--- config.mk ---
export PLATFORM = sky130hd
export DESIGN_NAME = regfile_write_arbiter
export DESIGN_NICKNAME = d
export VERILOG_FILES = /design/src/rtl/regfile_write_arbiter_pkg.sv /design/src/rtl/regfile_write_arbiter_rr_arbiter2.sv /design/src/rtl/regfile_write_arbiter.sv
export SDC_FILE = /design/constraint.sdc
export NUM_CORES = 1
export LEC_CHECK = 0
export ABC_AREA = 1
export BUFFER_PORTS_ARGS = -buffer_cell sky130_fd_sc_hd__buf_2
export CORE_ASPECT_RATIO = 0.75
export CORE_MARGIN = 2
export CORE_UTILIZATION = 33
export CTS_CLUSTER_SIZE = 10
export DETAILED_ROUTE_END_ITERATION = 8
export PLACE_DENSITY = 0.59
export SETUP_SLACK_MARGIN = 0.5
export SLEW_MARGIN = 30
export SYNTH_ARGS = -nofsm -noshare
export SYNTH_HDL_FRONTEND = slang
export SYNTH_SLANG_ARGS = --single-unit
--- constraint.sdc ---
create_clock -name clk -period 1.6 [get_ports clk]
set_input_delay 0.16 -clock clk [delete_from_list [all_inputs] [get_ports clk]]
set_output_delay 0.16 -clock clk [all_outputs]
set_load 0.03 [all_outputs]
--- src/rtl/regfile_write_arbiter_pkg.sv ---
// Shared constants and types for the register-file write-port arbiter.
// Requester indices, FSM state encoding, lock timeout and default widths.
package regfile_write_arbiter_pkg;

  localparam int DATA_W_DEF = 16;
  localparam int ADDR_W_DEF = 3;

  localparam int REQ_ALU = 0;
  localparam int REQ_LD  = 1;

  localparam int LOCK_TIMEOUT = 16;
  localparam int LOCK_CNT_W   = $clog2(LOCK_TIMEOUT);

  typedef enum logic [1:0] {
    ST_IDLE = 2'd0,
    ST_WR   = 2'd1,
    ST_LOCK = 2'd2
  } state_e;

endpackage

--- src/rtl/regfile_write_arbiter_rr_arbiter2.sv ---
// Two-input round-robin arbiter: combinational one-hot grant, registered last-grant pointer.
// On contention the requester that did not win last time is granted.
module rr_arbiter2 (
  input  logic       clk,
  input  logic       rst_n,
  input  logic [1:0] req_i,
  output logic [1:0] gnt_o
);

  logic last_q;

  always_comb begin
    gnt_o = 2'b00;
    unique case (req_i)
      2'b01:   gnt_o = 2'b01;
      2'b10:   gnt_o = 2'b10;
      2'b11:   gnt_o = last_q ? 2'b01 : 2'b10;
      default: gnt_o = 2'b00;
    endcase
  end

  // last resets to 1 so requester 0 wins the first contended grant.
  always_ff @(posedge clk) begin
    if (!rst_n) begin
      last_q <= 1'b1;
    end else if (gnt_o != 2'b00) begin
      last_q <= gnt_o[1];
    end
  end

endmodule

--- src/rtl/regfile_write_arbiter.sv ---
// Shares the register-file write port between the ALU (req 0) and load (req 1) writeback sources.
// Optional per-requester saturating grant counters when REGARB_GRANT_CNT_EN is defined.
module regfile_write_arbiter
  import regfile_write_arbiter_pkg::*;
#(
  parameter int DATA_W = DATA_W_DEF,
  parameter int ADDR_W = ADDR_W_DEF,
  parameter int NREG   = 2 ** ADDR_W
) (
  input  logic              clk,
  input  logic              rst_n,
  input  logic              req0,
  input  logic              req1,
  input  logic [ADDR_W-1:0] addr0,
  input  logic [ADDR_W-1:0] addr1,
  input  logic [DATA_W-1:0] data0,
  input  logic [DATA_W-1:0] data1,
  input  logic              lock0,
  input  logic              lock1,
  output logic              ack0,
  output logic              ack1,
  output logic              we3,
  output logic [ADDR_W-1:0] wa3,
  output logic [DATA_W-1:0] wd3,
  output logic [NREG-1:0]   busy_mask,
  output logic              drop,
  output logic [1:0]        state_o
`ifdef REGARB_GRANT_CNT_EN
  ,
  output logic [15:0]       gcnt0,
  output logic [15:0]       gcnt1
`endif
);

  // Handshake: a requester holds req with stable addr/data/lock until it sees
  // its ack; the ack cycle is the transfer, so the next edge consumes the request.

  state_e                state_q, state_d;
  logic                  owner_q, owner_d;
  logic [LOCK_CNT_W-1:0] cnt_q, cnt_d;

  logic [1:0]        req_m;
  logic [1:0]        gnt;
  logic              any_gnt;
  logic              sel;
  logic [ADDR_W-1:0] sel_addr;
  logic [DATA_W-1:0] sel_data;
  logic              sel_lock;

  logic              we3_q, we3_d;
  logic [ADDR_W-1:0] wa3_q, wa3_d;
  logic [DATA_W-1:0] wd3_q, wd3_d;
  logic              drop_q, drop_d;

  // While locked only the owner may compete; nothing is granted during reset.
  always_comb begin
    req_m = {req1, req0} & {2{rst_n}};
    if (state_q == ST_LOCK) begin
      req_m = owner_q ? (req_m & 2'b10) : (req_m & 2'b01);
    end
  end

  rr_arbiter2 u_arb (
    .clk   (clk),
    .rst_n (rst_n),
    .req_i (req_m),
    .gnt_o (gnt)
  );

  assign ack0     = gnt[REQ_ALU];
  assign ack1     = gnt[REQ_LD];
  assign any_gnt  = |gnt;
  assign sel      = gnt[REQ_LD];
  assign sel_addr = sel ? addr1 : addr0;
  assign sel_data = sel ? data1 : data0;
  assign sel_lock = sel ? lock1 : lock0;

  always_comb begin
    state_d = state_q;
    owner_d = owner_q;
    cnt_d   = cnt_q;
    unique case (state_q)
      ST_IDLE, ST_WR: begin
        if (any_gnt) begin
          cnt_d = '0;
          if (sel_lock) begin
            state_d = ST_LOCK;
            owner_d = sel;
          end else begin
            state_d = ST_WR;
          end
        end else begin
          state_d = ST_IDLE;
        end
      end
      ST_LOCK: begin
        if (any_gnt) begin
          cnt_d   = '0;
          state_d = sel_lock ? ST_LOCK : ST_WR;
        end else if (cnt_q == LOCK_CNT_W'(LOCK_TIMEOUT - 1)) begin
          cnt_d   = '0;
          state_d = ST_WR;
        end else begin
          cnt_d = cnt_q + LOCK_CNT_W'(1);
        end
      end
      default: begin
        state_d = ST_IDLE;
        cnt_d   = '0;
      end
    endcase
  end

  // Writes to r0 are acknowledged but turned into a drop pulse instead of a write.
  always_comb begin
    we3_d  = any_gnt && (sel_addr != '0);
    drop_d = any_gnt && (sel_addr == '0);
    wa3_d  = we3_d ? sel_addr : '0;
    wd3_d  = we3_d ? sel_data : '0;
  end

  always_ff @(posedge clk) begin
    if (!rst_n) begin
      state_q <= ST_IDLE;
      owner_q <= 1'b0;
      cnt_q   <= '0;
      we3_q   <= 1'b0;
      wa3_q   <= '0;
      wd3_q   <= '0;
      drop_q  <= 1'b0;
    end else begin
      state_q <= state_d;
      owner_q <= owner_d;
      cnt_q   <= cnt_d;
      we3_q   <= we3_d;
      wa3_q   <= wa3_d;
      wd3_q   <= wd3_d;
      drop_q  <= drop_d;
    end
  end

  assign we3     = we3_q;
  assign wa3     = wa3_q;
  assign wd3     = wd3_q;
  assign drop    = drop_q;
  assign state_o = state_q;

  always_comb begin
    busy_mask = '0;
    if (we3_q) busy_mask[wa3_q] = 1'b1;
  end

`ifdef REGARB_GRANT_CNT_EN
  logic [15:0] gcnt0_q, gcnt1_q;

  always_ff @(posedge clk) begin
    if (!rst_n) begin
      gcnt0_q <= '0;
      gcnt1_q <= '0;
    end else begin
      if (gnt[REQ_ALU] && (gcnt0_q != 16'hFFFF)) gcnt0_q <= gcnt0_q + 16'd1;
      if (gnt[REQ_LD] && (gcnt1_q != 16'hFFFF)) gcnt1_q <= gcnt1_q + 16'd1;
    end
  end

  assign gcnt0 = gcnt0_q;
  assign gcnt1 = gcnt1_q;
`else
`endif

endmodule

==> impl_metrics.yaml, run 1 <==
power:
  power.total_w: 0.00231
  power_density_mw_per_mm2: 882
  ir_worst_vdd_mv: 0.592
  p_leak_nw: 1.35
layout:
  final_common_cell: "buf_2"
  nNetsFinal: 366
  layout_common_cells: "64 x buf_2, 59 x nand2_1, 30 x inv_1, 22 x dfxtp_1, 17 x buf_6"
  layout-drive-gt1-share_pct: 57.8
  area_growth_pct: 77.9
  nFillCells: 418
  final_core_util_pct: 59.8
  num_antenna_cells: 0
floorplanning:
  io_pins: 77
  start_util_pct: 33.6
  die_w_microns: 81.2
  die_y_microns: 61.9
  num_rows: 21
  core_sq_mm: 0.00439
  die_area_sq_mm: 0.00503
global_route:
  grt_pass1_wl_microns: 6100
  grt_usage_pct: 16.3
  overflow: 0
  antenna_found_initial: 0
  grt_max_degree: 17
  grt_pass1_vias: 1345
timing:
  setup_viol: 0
  period_share_pct: 91.2
  slew_headroom_pct: 84.8
  grt_setup_unrepaired: "true"
  tns_ns: 0
  final_hold_viol_count: 0
  period_needed_ns: 1.46
  worst_pin_slew_ns: 0.227
  slew_violations: 0
  finClkSkew_ns: 0.00487
  clock.fmax_mhz: 685
worst_setup_path:
  crit_fanout: 2
  crit_required_ns: 1.44
  cp.arrival_ns: 1.30
  worstSetupPathType: "flop to output port"
  startpoint_type: "flop"
  critPathCaptureType: "output port"
worst_hold_path:
  hold_path_class: "input port to flop"
clock_tree:
  cts.path.max_buffers: 2
  cts_tree: "built"
  worstSkewPairLatency_ns: 0.28
  hold_buffers: 0
  cts_buffers: 5
  clockRootBuffer: "clkbuf_8"
  clk_pin_slew_ns: 0.06
  cts.sinks: 29
  cts.htree.levels: 2
detailed_routing:
  vias_per_cell: 4.26
  dr.pass1.iters: 4
  avgRoutedWirePerCell_microns: 10.9
  remaining_drc_errors: 0
  drtAntennaViolNets: 0
  routed_wl_microns: 4140
  vias: 1616
  drt-initial-drc-count: 33
synth:
  ys_types: 23
  syn_avg_cell_area_sq_um: 6.74
  yosysWarnings: 0
  synthesis.area_sq_mm: 0.00148
  synth-seq-area-share_pct: 39.4
  ys_ff_latch: 29
  syn_inst: 219
  synth_nets: 264
outcome:
  outcome: "finished clean"
placement:
  io_buffers: 76
  finalWeightedCongestion: 0.796
  dp_hpwl_microns: 2620
run:
  drv_cap: 0
==> Yosys cell counts (all sizes together) <==
cell	instances	area share, %
a21oi	5	1.7
nand2	87	26
o2111ai	1	0.59
nor2	34	10
inv	41	11
dfxtp	29	39
nand3b	1	0.51
buf	4	3.9
nand3	10	4.1
ha	1	0.85
o21ai	2	0.68
nand4	1	0.42
a31oi	1	0.42
clkinv	2	0.51
==> worst paths after layout <==
path / from / to / slack [ns] / depth (start not counted)
setup reg to reg: state_o[0]$_SDFFE_PN0P_ / wd3[4]$_SDFF_PN0_ / 0.16 / 9
hold / removal: data1[6] / wd3[6]$_SDFF_PN0_ / 0.18 / 5
setup / recovery: state_o[0]$_SDFFE_PN0P_ / ack0 / 0.14 / 8
hold reg to reg: cnt_q[3]$_SDFFE_PN0P_ / cnt_q[3]$_SDFFE_PN0P_ / 0.48 / 2
==> routing by layer <==
metal	up-vias	global-route usage [%]	wire, microns
li1	851	-	-
met5	-	0	0
met2	57	25.3	1990
met1	704	21.1	1830
met3	4	5.92	279
met4	0	5.81	34
==> cells by family after synthesis <==
kind of cell | after synthesis | share of synthesized area, %
compound gates | 9 | 3.39
fa+ha+maj | 1 | 0.848
buf+inv | 47 | 15.5
flops | 29 | 39.4
simple gates | 133 | 40.9
==> flip-flops by register name, indices dropped and copies added (netlist names) <==
register	cells
we3	1
u_arb.last_q	1
cnt_q	4
owner_q	1
wa3	3
drop	1
state_o	2
wd3	16
==> per-stage QoR <==
| stage | setup slack (ns) | instances | area, sq um | hold slack (ns) |
|---|---|---|---|---|
| final | 0.141 | 379 | 2630 | 0.177 |
| after global routing | 0.0790 | 379 | 2630 | 0.174 |
| after CTS | 0.182 | 374 | 2450 | 0.160 |
| after detailed placement | 0.120 | 349 | 2010 | 0.452 |
| after global placement | 0.173 | 349 | 2010 | 0.454 |
| after floorplan | 0.232 | 219 | 1600 | 0.275 |
==> power by group <==
part	internal [W]	switching, W	leakage [nW]
logic	0.000280	0.000437	1.04
clock network	0.000507	0.000265	0.0585
registers	0.000782	0.0000447	0.244
total	0.00157	0.000746	1.35
==> worst max-delay path, cell delays in order (launching register included) <==
cell and delay (ns):
dfxtp_4 0.35, inv_4 0.07, nand3_4 0.08, buf_4 0.15, nand2_4 0.06, inv_1 0.05, nand2_2 0.08, inv_2 0.05
buf_6 0.13
==> area by class of cell <==
cell class	count	area, sq um	share of cell area [%]
tap	57	71.3	2.72
clock buffer	7	86.3	3.29
clock inverter	1	30.0	1.14
multi-input combinational	146	986	37.6
timing repair buffer	96	652	24.8
sequential	29	607	23.1
inverter	43	193	7.34
==> timing repair <==
item	in CTS	in global routing
cloned	3	0
hold endpoints to repair	0	0
setup buffers	14	5
pin swaps	19	20
gates resized for setup	56	39
endpoints found under the setup margin	36	40
Power figures use the tool's default switching activity.
==> run 2, diff against run 1 <==
--- a/config.mk
+++ b/config.mk
@@ -9,10 +9,9 @@
 export BUFFER_PORTS_ARGS = -buffer_cell sky130_fd_sc_hd__buf_2
 export CORE_ASPECT_RATIO = 0.75
 export CORE_MARGIN = 2
-export CORE_UTILIZATION = 33
-export CTS_CLUSTER_SIZE = 10
+export CORE_UTILIZATION = 30
 export DETAILED_ROUTE_END_ITERATION = 8
-export PLACE_DENSITY = 0.59
+export PLACE_DENSITY = 0.54
 export SETUP_SLACK_MARGIN = 0.5
 export SLEW_MARGIN = 30
 export SYNTH_ARGS = -nofsm -noshare
==> impl_metrics.yaml, run 2 (synthesized netlist as in run 1, its figures left out) <==
floorplanning:
  die_area_sq_mm: 0.00550
  core_sq_mm: 0.00482
  die_y_microns: 64.7
  io_pins: 77
  start_util_pct: 30.6
  die_w_microns: 85.0
  num_rows: 22
power:
  p_leak_nw: 1.30
  clockPowerShare_pct: 30.1
  p_sw_share_pct: 33.6
  power.total_w: 0.00216
  pwr-share-comb_pct: 31.5
  ir_worst_vdd_mv: 0.426
  p_seq_share_pct: 38.4
  power_switching_w: 0.000725
  power_density_mw_per_mm2: 854
  internal_power_w: 0.00143
global_route:
  grt_max_degree: 17
  grt_usage_pct: 14.3
  grt_pass1_wl_microns: 6130
  antenna_found_initial: 0
  grt_pass1_vias: 1378
  overflow: 0
clock_tree:
  clk_pin_slew_ns: 0.06
  cts_buffers: 5
  cts.path.max_buffers: 2
  cts_tree: "built"
  clockRootBuffer: "clkbuf_8"
  cts.sinks: 29
  cts.htree.levels: 2
  worstSkewPairLatency_ns: 0.28
layout:
  largest_reg_flops: 16
  nFillCells: 459
  multi_input_area_sq_um: 957
  regArea_sq_um: 609
  layout-drive-gt1-share_pct: 56.8
  num_antenna_cells: 0
  area_growth_pct: 71.2
  final_common_cell: "buf_2"
  nNetsFinal: 361
  layout_common_cells: "63 x buf_2, 56 x nand2_1, 29 x inv_1, 20 x dfxtp_1, 18 x nand2_2"
detailed_routing:
  m1WireLength_microns: 1680
  drtAntennaViolNets: 0
  remaining_drc_errors: 0
  drt-initial-drc-count: 42
  routed_wl_microns: 3850
  vias_per_cell: 4.17
  wl_met3_microns: 330
  vias: 1573
  avgRoutedWirePerCell_microns: 10.2
  met2_length_microns: 1820
  dr.pass1.iters: 4
  topRoutingLayerUsed: "met4"
placement:
  finalWeightedCongestion: 0.802
  io_buffers: 76
  dp_hpwl_microns: 2730
run:
  drv_cap: 0
timing:
  slew_violations: 0
  slew_headroom_pct: 85.9
  finClkSkew_ns: 0.00666
  worst_pin_slew_ns: 0.211
  clock.fmax_mhz: 739
  period_share_pct: 84.6
  setup_viol: 0
  period_needed_ns: 1.35
  tns_ns: 0
  final_hold_viol_count: 0
  grt_setup_unrepaired: "true"
worst_setup_path:
  worstSetupPathType: "flop to output port"
  critical_path.startpoint: "state_o[0]$_SDFFE_PN0P_"
  startpoint_type: "flop"
  crit_fanout: 3
  cp.arrival_ns: 1.19
  critPathCaptureType: "output port"
  crit_required_ns: 1.44
  r2r-start: "owner_q$_SDFFE_PN0P_"
worst_hold_path:
  hold_path_class: "input port to flop"
  hold_path.startpoint: "data1[3]"
outcome:
  outcome: "finished clean"
[run 2: per-stage QoR]
step | cells | area [sq um] | hold WS (ns) | setup WS, ns | utilization, %
6_report | 377 | 2530 | 0.175 | 0.246 | 52.4
5_1_grt | 377 | 2530 | 0.188 | 0.176 | 52.4
4_1_cts | 372 | 2390 | 0.164 | 0.242 | 49.6
3_5_place_dp | 352 | 2000 | 0.459 | 0.0692 | 41.5
3_3_place_gp | 352 | 2000 | 0.454 | 0.141 | 41.5
2_1_floorplan | 219 | 1600 | 0.275 | 0.232 | -
[run 2: path summary, 6_finish.rpt]
check        slack (ns)  cells past startpoint               endpoint
max                0.25                      7                   ack0
min                0.17                      5      wd3[3]$_SDFF_PN0_
max reg2reg        0.26                      9      wd3[9]$_SDFF_PN0_
min reg2reg        0.46                      2  cnt_q[3]$_SDFFE_PN0P_
[run 2: metal layers]
metal | vias to the layer above | global-route usage, %
li1 | 847 | -
met1 | 663 | 17.2
met2 | 60 | 23.0
met3 | 3 | 5.73
met4 | 0 | 5.36
met5 | - | 0
[run 2: what timing repair did]
action                     CTS  global route
setup endpoints to repair   38            42
buffers inserted            10             5
cloned                       2             0
pin swaps                   16            17
gates resized for setup     59            30
hold buffers                 0             0
[run 2: final cells by class]
class	count	area share, %
multi-input combinational	145	37.9
tap	60	2.97
clock inverter	1	0.198
timing repair buffer	92	23.6
inverter	43	7.38
clock buffer	7	3.81
sequential	29	24.1
[run 2: critical path, cell delays in order, from the launching register on]
cell	delay (ns)
dfxtp_4	0.35
inv_4	0.07
nand3_4	0.09
nand2_4	0.12
inv_2	0.05
nand2_2	0.06
inv_2	0.05
buf_6	0.13
[run 2: power groups by stage]
| stage | Sequential [W] | Clock (W) | Combinational [W] |
|---|---|---|---|
| floorplan | 0.000930 | 0 | 0.000290 |
| global placement | 0.000830 | 0 | 0.000528 |
| detailed placement | 0.000831 | 0 | 0.000526 |
| CTS | 0.000826 | 0.000670 | 0.000629 |
| global route | 0.000836 | 0.000708 | 0.000742 |
| finish | 0.000829 | 0.000650 | 0.000679 |
==> run 3, diff against run 2 <==
--- a/config.mk
+++ b/config.mk
@@ -5,13 +5,13 @@
 export SDC_FILE = /design/constraint.sdc
 export NUM_CORES = 1
 export LEC_CHECK = 0
-export ABC_AREA = 1
+export ABC_AREA = 0
 export BUFFER_PORTS_ARGS = -buffer_cell sky130_fd_sc_hd__buf_2
 export CORE_ASPECT_RATIO = 0.75
 export CORE_MARGIN = 2
 export CORE_UTILIZATION = 30
 export DETAILED_ROUTE_END_ITERATION = 8
-export PLACE_DENSITY = 0.54
+export PLACE_DENSITY = 0.58
 export SETUP_SLACK_MARGIN = 0.5
 export SLEW_MARGIN = 30
 export SYNTH_ARGS = -nofsm -noshare
==> constraint.sdc (replaced) <==
create_clock -name clk -period 1.1 [get_ports clk]
set_input_delay 0.11 -clock clk [delete_from_list [all_inputs] [get_ports clk]]
set_output_delay 0.11 -clock clk [all_outputs]
set_load 0.03 [all_outputs]
==> impl_metrics.yaml, run 3 <==
detailed_routing:
  vias: 1488
  drtAntennaViolNets: 0
  routed_wl_microns: 4320
  vias_per_cell: 4.58
  avgRoutedWirePerCell_microns: 13.3
  drt-initial-drc-count: 65
  remaining_drc_errors: 0
  dr.pass1.iters: 4
placement:
  dp_hpwl_microns: 2970
  io_buffers: 76
  dpl.cell_count: 307
  finalWeightedCongestion: 0.851
outcome:
  outcome: "complete, but fails checks"
  violations: "setup timing"
synth:
  synth_area_leaders: "dfxtp_1 44%, nand2_1 14%, a21oi_2 6.0%"
  async_flop_share_pct: 0
  synth-edff-count: 0
  ys.flop_type: "dfxtp_1"
  yosysMostFrequentCell: "nand2_1"
  synthesis.area_sq_mm: 0.00131
  syn_inst: 160
  syn_avg_cell_area_sq_um: 8.20
  yosysWarnings: 0
  synth_top_cell_by_area: "dfxtp_1"
  synth_nets: 205
  synth-seq-area-share_pct: 44.3
  synth_top_area_share_pct: 44.3
  ys_types: 34
  yosys-top-cells-count: "49 x nand2_1, 29 x dfxtp_1, 13 x a21oi_1, 12 x nor2_1, 9 x a21oi_2"
  ys_ff_latch: 29
layout:
  final_core_util_pct: 65.2
  stdcell_count: 325
  largest_reg_flops: 16
  nFillCells: 327
  layout_common_cells: "45 x buf_6, 43 x buf_2, 41 x nand2_1, 20 x a21oi_2, 19 x dfxtp_2"
  num_antenna_cells: 0
  final_common_cell: "buf_6"
  area_growth_pct: 105
  layout-drive-gt1-share_pct: 72.6
  nNetsFinal: 314
clock_tree:
  worstSkewPairLatency_ns: 0.27
  hold_buffers: 0
  cts.sinks: 29
  clk_pin_slew_ns: 0.06
  cts.htree.levels: 2
  cts.path.max_buffers: 2
  cts_buffers: 5
  cts_tree: "built"
  clockRootBuffer: "clkbuf_8"
power:
  clockPowerShare_pct: 32.7
  power.total_w: 0.00316
  ir_worst_vdd_mv: 0.744
  power_density_mw_per_mm2: 1170
  internal_power_w: 0.00223
  p_sw_share_pct: 29.4
  pwr-share-comb_pct: 29.8
  power_switching_w: 0.000929
  p_seq_share_pct: 37.5
  p_leak_nw: 1.19
global_route:
  grt_pass1_vias: 1409
  overflow: 0
  grt_pass1_wl_microns: 6560
  antenna_found_initial: 0
  grt_usage_pct: 17.5
  grt_max_degree: 21
worst_setup_path:
  critPathCaptureType: "output port"
  crit_fanout: 3
  worstSetupPathType: "flop to output port"
  cp.arrival_ns: 1.57
  reg2reg_slack_ns: -0.56
  crit_required_ns: 0.99
  startpoint_type: "flop"
floorplanning:
  core_sq_mm: 0.00413
  start_util_pct: 31.8
  die_y_microns: 61.3
  io_pins: 77
  die_area_sq_mm: 0.00492
  die_w_microns: 80.3
  num_rows: 20
timing:
  period_needed_ns: 1.68
  period_share_pct: 153
  grt_setup_unrepaired: "true"
  whs_ns: 0.0685
  clock.fmax_mhz: 595
  slew_violations: 0
  setup_viol: 40
  final_hold_viol_count: 0
  setup_slack_ns: -0.581
  slew_headroom_pct: 77.1
  worst_pin_slew_ns: 0.342
  finClkSkew_ns: 0.00452
run:
  drv_cap: 0
worst_hold_path:
  hold_path_class: "input port to flop"
## run 3: cell types whose count changed in the layout (fill, tap and decap cells not counted), sizes merged, moves of 5 or more
cell	delta
nand2	-40
nand2b	+5
nand3	-7
buf	+17
nor2	-22
a21oi	+17
inv	-37
## run 3: path summary, 6_finish.rpt
path                                start                    end  cells after the start
setup / recovery  state_o[1]$_SDFFE_PN0P_                   ack0                      4
hold / removal                   data1[7]      wd3[7]$_SDFF_PN0_                      3
setup reg to reg  state_o[1]$_SDFFE_PN0P_      wd3[6]$_SDFF_PN0_                      6
hold reg to reg     cnt_q[3]$_SDFFE_PN0P_  cnt_q[3]$_SDFFE_PN0P_                      1
## run 3: final cells by class
class | count | area [sq um] | area share, %
repair buffers | 110 | 937 | 34.8
multi-input cells | 119 | 930 | 34.5
clock buffers | 8 | 111 | 4.14
well taps | 55 | 68.8 | 2.56
inverters | 4 | 22.5 | 0.836
flip-flops and latches | 29 | 623 | 23.1
## run 3: cells by family (layout without fill, tap and decap cells)
family / Yosys count / in the layout / synth area share, %
AND/OR/NAND/NOR: 79 / 79 / 26.5
AO/OA/AOI/OAI: 37 / 37 / 21.6
flip-flops: 29 / 29 / 44.3
buffers and inverters: 12 / 122 / 5.06
multiplexers: 2 / 2 / 1.62
adder cells (fa/ha/maj): 1 / 1 / 0.954
## run 3: power by group through the flow
stage                     Clock [W]  Combinational [W]  Sequential, W
after floorplan                   0           0.000339        0.00131
after global placement            0           0.000705        0.00118
after detailed placement          0           0.000707        0.00119
after CTS                   0.00105           0.000855        0.00118
after global routing        0.00109            0.00100        0.00119
final                       0.00103           0.000940        0.00118
## run 3: stage by stage
| stage | area, sq um | setup TNS (ns) | setup WS, ns |
|---|---|---|---|
| 2_1_floorplan | 1530 | -12.81 | -0.670 |
| 3_3_place_gp | 2090 | -12.02 | -0.491 |
| 3_5_place_dp | 2090 | -13.59 | -0.538 |
| 4_1_cts | 2550 | -14.38 | -0.582 |
| 5_1_grt | 2690 | -17.08 | -0.631 |
| 6_report | 2690 | -14.61 | -0.581 |
## run 3: repair_timing
action | in CTS | in global routing
buffers inserted | 4 | 4
gates resized for setup | 102 | 18
gates cloned | 0 | 2
endpoints found under the setup margin | 62 | 62
pin swaps | 13 | 4
## run 3: worst max-delay path, cell delays in order, from the launching register on
cell and delay [ns]:
dfxtp_4 0.35, or3b_4 0.40, buf_6 0.14, a211oi_4 0.24, buf_6 0.17
## run 3: routing by layer
| metal | global-route usage (%) | vias up | part of all wire [%] |
|---|---|---|---|
| li1 | - | 758 | - |
| met1 | 23.0 | 678 | 46 |
| met2 | 29.0 | 48 | 47 |
| met3 | 4.55 | 4 | 5.6 |
| met4 | 5.08 | 0 | 0.60 |
| met5 | 0 | - | 0 |
